## src/rtl/sccb_write_master.sv

```systemverilog
// SCCB 3-phase write master: sends device ID, register address and register data
// for one {reg_addr, reg_data} word per start/busy handshake.
module sccb_write_master #(
   parameter int         CLK_FREQ = 25_000_000,
   parameter int         SCL_FREQ = 100_000,
   parameter logic [7:0] DEV_ADDR = 8'h42
) (
   input  logic        clk,
   input  logic        rst_n,
   input  logic        start,
   input  logic [15:0] cfg_data,
   output logic        busy,
   output logic        ack_err,
   output logic        sccb_scl,
   output logic        sccb_sda_o,
   output logic        sccb_sda_oe,
   input  logic        sccb_sda_i
);

   localparam int            QDIV  = CLK_FREQ / (4 * SCL_FREQ);
   localparam int            QW    = (QDIV > 1) ? $clog2(QDIV) : 1;
   localparam logic [QW-1:0] QLAST = QW'(QDIV - 1);

   typedef enum logic [2:0] {
      S_IDLE,
      S_START,
      S_BIT,
      S_STOP,
      S_GAP
   } state_t;

   state_t        r_state;
   logic [QW-1:0] r_qcnt;
   logic [1:0]    r_quarter;
   logic [3:0]    r_bitIdx;
   logic [1:0]    r_phase;
   logic [15:0]   r_data;
   logic          r_errSticky;

   state_t        w_nextState;
   logic [QW-1:0] w_nextQcnt;
   logic [1:0]    w_nextQuarter;
   logic [3:0]    w_nextBitIdx;
   logic [1:0]    w_nextPhase;
   logic [15:0]   w_nextData;
   logic          w_qEnd;
   logic          w_stepEnd;
   logic          w_sampleAck;
   logic [7:0]    w_byte;
   logic          w_dataBit;
   logic          w_sclNext;
   logic          w_sdaNext;
   logic          w_oeNext;

   assign w_qEnd      = (r_qcnt == QLAST);
   assign w_stepEnd   = w_qEnd && (r_quarter == 2'd3);
   assign w_sampleAck = (r_state == S_BIT) && (r_bitIdx == 4'd8) &&
                        (r_quarter == 2'd2) && (r_qcnt == '0);

   // Sequencing: quarter counter, 4 quarters per step, 9 bits per phase, 3 phases.
   always_comb begin
      w_nextState   = r_state;
      w_nextQcnt    = r_qcnt;
      w_nextQuarter = r_quarter;
      w_nextBitIdx  = r_bitIdx;
      w_nextPhase   = r_phase;
      w_nextData    = r_data;
      if (r_state == S_IDLE) begin
         if (start) begin
            w_nextState   = S_START;
            w_nextData    = cfg_data;
            w_nextQcnt    = '0;
            w_nextQuarter = 2'd0;
            w_nextBitIdx  = 4'd0;
            w_nextPhase   = 2'd0;
         end
      end else begin
         w_nextQcnt = w_qEnd ? '0 : r_qcnt + 1'b1;
         if (w_qEnd) begin
            w_nextQuarter = r_quarter + 2'd1;
         end
         if (w_stepEnd) begin
            unique case (r_state)
               S_START: begin
                  w_nextState  = S_BIT;
                  w_nextBitIdx = 4'd0;
                  w_nextPhase  = 2'd0;
               end
               S_BIT: begin
                  if (r_bitIdx == 4'd8) begin
                     w_nextBitIdx = 4'd0;
                     if (r_phase == 2'd2) begin
                        w_nextState = S_STOP;
                     end else begin
                        w_nextPhase = r_phase + 2'd1;
                     end
                  end else begin
                     w_nextBitIdx = r_bitIdx + 4'd1;
                  end
               end
               S_STOP:  w_nextState = S_GAP;
               S_GAP:   w_nextState = S_IDLE;
               default: w_nextState = S_IDLE;
            endcase
         end
      end
   end

   // Pin values are derived from the upcoming step so they register in lockstep with it.
   always_comb begin
      unique case (w_nextPhase)
         2'd0:    w_byte = DEV_ADDR;
         2'd1:    w_byte = w_nextData[15:8];
         default: w_byte = w_nextData[7:0];
      endcase
      w_dataBit = w_byte[3'd7 - w_nextBitIdx[2:0]];
      w_sclNext = 1'b1;
      w_sdaNext = 1'b1;
      w_oeNext  = 1'b0;
      unique case (w_nextState)
         S_START: begin
            w_sclNext = (w_nextQuarter != 2'd3);
            w_sdaNext = (w_nextQuarter == 2'd0);
            w_oeNext  = 1'b1;
         end
         S_BIT: begin
            w_sclNext = (w_nextQuarter == 2'd1) || (w_nextQuarter == 2'd2);
            if (w_nextBitIdx == 4'd8) begin
               w_sdaNext = 1'b1;
               w_oeNext  = 1'b0;
            end else begin
               w_sdaNext = w_dataBit;
               w_oeNext  = 1'b1;
            end
         end
         S_STOP: begin
            w_sclNext = (w_nextQuarter != 2'd0);
            w_sdaNext = w_nextQuarter[1];
            w_oeNext  = 1'b1;
         end
         default: begin
            w_sclNext = 1'b1;
            w_sdaNext = 1'b1;
            w_oeNext  = 1'b0;
         end
      endcase
   end

   // State, counters and all outputs; the ACK flag only reaches ack_err at the end of GAP.
   always_ff @(posedge clk or negedge rst_n) begin
      if (!rst_n) begin
         r_state     <= S_IDLE;
         r_qcnt      <= '0;
         r_quarter   <= 2'd0;
         r_bitIdx    <= 4'd0;
         r_phase     <= 2'd0;
         r_data      <= 16'h0000;
         r_errSticky <= 1'b0;
         busy        <= 1'b0;
         ack_err     <= 1'b0;
         sccb_scl    <= 1'b1;
         sccb_sda_o  <= 1'b1;
         sccb_sda_oe <= 1'b0;
      end else begin
         r_state     <= w_nextState;
         r_qcnt      <= w_nextQcnt;
         r_quarter   <= w_nextQuarter;
         r_bitIdx    <= w_nextBitIdx;
         r_phase     <= w_nextPhase;
         r_data      <= w_nextData;
         busy        <= (w_nextState != S_IDLE);
         sccb_scl    <= w_sclNext;
         sccb_sda_o  <= w_sdaNext;
         sccb_sda_oe <= w_oeNext;
         if (r_state == S_IDLE && start) begin
            r_errSticky <= 1'b0;
            ack_err     <= 1'b0;
         end else if (w_sampleAck && sccb_sda_i) begin
            r_errSticky <= 1'b1;
         end
         if (r_state == S_GAP && w_stepEnd) begin
            ack_err <= r_errSticky;
         end
      end
   end

endmodule

```

## config.mk

```make
export PLATFORM = sky130hd
export DESIGN_NAME = sccb_write_master
export DESIGN_NICKNAME = d
export VERILOG_FILES = /design/src/rtl/sccb_write_master.sv
export SDC_FILE = /design/constraint.sdc
export NUM_CORES = 1
export LEC_CHECK = 0
export ABC_AREA = 0
export ABC_CLOCK_PERIOD_IN_PS = 3100
export CAP_MARGIN = 20
export CORE_MARGIN = 8
export CORE_UTILIZATION = 56
export CTS_CLUSTER_SIZE = 14
export DETAILED_ROUTE_END_ITERATION = 16
export PLACE_DENSITY = 0.82
export SYNTH_ARGS = -nofsm -noshare
export SYNTH_HDL_FRONTEND = slang
export SYNTH_SLANG_ARGS = --single-unit
export TNS_END_PERCENT = 100
```

## constraint.sdc

```tcl
create_clock -name clk -period 3.1 [get_ports clk]
set_input_delay 0.93 -clock clk [delete_from_list [all_inputs] [get_ports clk]]
set_output_delay 0.93 -clock clk [all_outputs]
set_load 0.005 [all_outputs]
```

==> results of run 1 <==
stage by stage:
stage	area (sq um)	hold slack, ps	power, mW	setup WS, ps
final	2730	480	0.989	148
after global routing	2730	505	1.02	28.4
after CTS	2730	485	0.999	82.9
after detailed placement	2620	465	0.587	-218
after global placement	2620	454	0.585	-153
after floorplan	2240	436	0.547	364
cell type report:
class	count	share of cell area, %
tap	50	2.29
inverter	16	2.20
clock buffer	5	2.52
multi-input combinational	184	42.2
timing repair buffer	42	13.6
clock inverter	2	1.38
sequential	39	35.9
where the power goes:
group | total, mW | internal (mW) | switching (mW) | leakage (nW)
Clock | 0.412 | 0.235 | 0.177 | 0.0502
Sequential | 0.523 | 0.520 | 0.00293 | 0.456
Combinational | 0.0538 | 0.0284 | 0.0253 | 0.819
Total | 0.989 | 0.783 | 0.206 | 1.33
state kept, by name (all words and copies together), names as in the netlist:
name / cells
sccb_sda_o: 1
r_quarter: 2
r_data: 16
r_phase: 2
r_bitIdx: 4
busy: 1
r_state: 3
sccb_scl: 1
sccb_sda_oe: 1
r_qcnt: 6
ack_err: 1
r_errSticky: 1
metal layers:
layer  share of wire, %  GRT usage [%]  wire (um)
met5                  0              0          0
met4                2.0           6.85        102
met3                4.2           4.40        216
met2                 47           27.9       2440
met1                 46           22.1       2390
cells in the final DEF (no fill, tap or decap), types with 2 or more instances in the layout:
master | netlist | final
nand4_1 | 8 | 8
clkdlybuf4s50_1 | 0 | 23
buf_4 | 1 | 18
inv_1 | 14 | 14
inv_2 | 2 | 2
or3_1 | 2 | 2
ha_1 | 11 | 11
clkbuf_8 | 0 | 5
mux2i_1 | 4 | 4
o21ai_0 | 18 | 18
a21o_1 | 3 | 3
dfstp_2 | 2 | 2
nand3_1 | 11 | 11
a31oi_1 | 3 | 3
o32a_1 | 2 | 2
nor3b_1 | 3 | 3
and3_1 | 3 | 3
a21oi_1 | 4 | 4
nor2_1 | 8 | 8
dfrtp_1 | 37 | 37
nand2_1 | 68 | 68
o211a_1 | 4 | 4
a211o_1 | 2 | 2
logic make-up (layout without fill, tap and decap cells):
| family | count (synthesis) | in the layout | share of synthesized area (%) |
|---|---|---|---|
| AOI/OAI and AO/OA | 51 | 51 | 16.5 |
| xor gates and xnor gates | 1 | 1 | 0.391 |
| adders and majority gates | 11 | 11 | 6.15 |
| buffers and inverters | 27 | 65 | 5.03 |
| DFF | 39 | 39 | 43.7 |
| muxes | 4 | 4 | 1.79 |
| and+or+nand+nor | 117 | 117 | 26.4 |
tightest hold or removal path: stages, from the launching register on:
cell and delay, ps:
dfrtp_1 320, nand2_1 60, nand2_1 70
worst max path at each step:
stage / start / end / slack, ps
after detailed placement: start / sccb_sda_o$_DFF_PN1_ / -220
after global placement: start / sccb_sda_o$_DFF_PN1_ / -150
after CTS: start / sccb_sda_o$_DFF_PN1_ / 80
after global routing: start / sccb_sda_o$_DFF_PN1_ / 30
after floorplan: start / sccb_sda_o$_DFF_PN1_ / 360
final: start / sccb_sda_o$_DFF_PN1_ / 150
repair_timing:
item                                    CTS  global route
resized for setup                         0             1
hold endpoints to repair                  0             0
hold buffers                              0             0
endpoints found under the setup margin    0             1
==> impl_metrics.env, run 1 <==
export IMPL_finalWeightedCongestion=0.922
export IMPL_cts_tree="built"
export IMPL_min_period_ps=2950
export IMPL_critPathMaxFanout=5
export IMPL_insertedDiodeCount=0
export IMPL_max_rail_drop_vdd_uv=245
export IMPL_post_synth_inst_count=250
export IMPL_dp_hpwl_um=3820
export IMPL_post_synth_edffs=0
export IMPL_clk_root_buffer_cell="clkbuf_8"
export IMPL_hold_sp="r_data[6]$_DFF_PN0_"
export IMPL_num_nets_final=319
export IMPL_path_cells="clkdlybuf4s50_1, or4b_4, nand4_2, o211a_4, inv_2, a21o_1, a311o_1, a32o_1, o31ai_2"
export IMPL_num_io_pins=25
export IMPL_global_route_overflow_total=0
export IMPL_final_period_utilization_pct=95.2
export IMPL_grt_antenna_before_repair=0
export IMPL_final_antenna_net_count=0
export IMPL_clock_transition_at_the_registers_of_the_reported_paths_ps=70
export IMPL_element_type_at_the_critical_path_end="register"
export IMPL_dieArea_sq_um=6280
export IMPL_post_synth_cell_area_avg_sq_um=8.95
export IMPL_worstPathRequired_ps=3310
export IMPL_number_of_cts_inserted_buffers=5
export IMPL_leakage_nw=1.33
export IMPL_power_density_nw_per_um2=362
export IMPL_reg2reg_slack_ps=400
export IMPL_timing_critical_path_max_delay_family="compound AO/OA/AOI/OAI gates"
export IMPL_hold_path_end="r_data[6]$_DFF_PN0_"
export IMPL_final_max_slew_viol_count=0
export IMPL_finalClockSkew_ps=5.93
export IMPL_clock_fmax_mhz=339
export IMPL_flow_area_growth_from_synthesis_pct=21.9
export IMPL_synth_warnings=0
export IMPL_setup_tns_ps=0
export IMPL_cts_setup_buffers=0
export IMPL_route_detailed_vias_per_inst=5.58
export IMPL_avgRoutedWirePerCell_um=15.3
export IMPL_routed_via_count=1886
export IMPL_first_iter_violations=109
export IMPL_clk_insertion_delay_late_ps=290
export IMPL_port_buffer_count=24
export IMPL_path_depth=9
export IMPL_final_instance_count_excl_fill=338
export IMPL_fp_coreArea_sq_um=3910
export IMPL_die_width_um=79.2
export IMPL_grt_use_total_pct=17.5
export IMPL_worst_hold_path_type="reg2reg"
export IMPL_postSynth_topFlopCell="dfrtp_1"
export IMPL_post_synth_instance_area_sq_um=2240
export IMPL_synth_common_cells="68 x nand2_1, 37 x dfrtp_1, 18 x o21ai_0"
export IMPL_min_delay_path_depth=2
export IMPL_ff2ff_path_depth=10
export IMPL_initial_core_util_pct=57.2
export IMPL_postSynthNetCount=281
export IMPL_worst_r2r_endpoint="sccb_sda_o$_DFF_PN1_"
export IMPL_post_route_util_pct=69.7
export IMPL_place_detailed_instances=331
export IMPL_seqCellArea_sq_um=978
export IMPL_synth_area_top_cells="dfrtp_1 41%, nand2_1 11%, ha_1 6.1%, o21ai_0 4.0%, nand3_1 2.5%"
export IMPL_part_of_the_yosys_area_used_for_sequential_elements_pct=43.7
export IMPL_rsz0062_at_grt="no"
export IMPL_detail_route_drc_violations=0
export IMPL_timing_setup_critical_path_class="in2reg"
export IMPL_grt_start_max_net_pins=40
export IMPL_cts_htree_levels=2
export IMPL_critical_path_s_slowest_cell="or4b_4"
export IMPL_asyncSetResetFlopFracSynth_pct=100
export IMPL_grt_pass1_wl_um=8710
export IMPL_finalHoldViolations=0
export IMPL_report_final_setup_viol=0
export IMPL_max_cap_violations=0
export IMPL_worst_setup_path_start_kind="input pin"
export IMPL_nFillCells=313
export IMPL_source_of_the_worst_register_to_register_timing_path="r_state[1]$_DFF_PN0_"
export IMPL_placement_rows=23
export IMPL_clock_path_buffers=2
export IMPL_routed_wirelength_um=5160
export IMPL_arrival_ps=3160
export IMPL_cts_sinks=39
export IMPL_first_global_vias=1910
export IMPL_area_fraction_of_the_dominant_cell_type_after_synthesis_pct=41.4
export IMPL_layout_drive_gt1_share_pct=13.2
export IMPL_synthDistinctLibCells=53
export IMPL_critical_path_max_stage_delay_ps=500
export IMPL_firstDrtPassIters=7
export IMPL_rel_slew_slack_pct=42.5
export IMPL_synth_largest_area_cell="dfrtp_1"
export IMPL_die_height_um=79.2
export IMPL_multiInputGateArea_sq_um=1150
export IMPL_least_margin_pin_slew_ps=863
export IMPL_outcome="finished, final reports clean"
export IMPL_cell_with_the_most_instances_after_synthesis="nand2_1"
export IMPL_worst_path_buf_inv=2
export IMPL_synth_seq_cells=39
No activity file was read; power rests on OpenSTA's default activity.
==> run 2, diff against run 1 <==
Settings changed: CTS_CLUSTER_DIAMETER from default to 80.
==> results of run 2 <==
No change in the layout: final DEF, timing and power equal those of run 1.
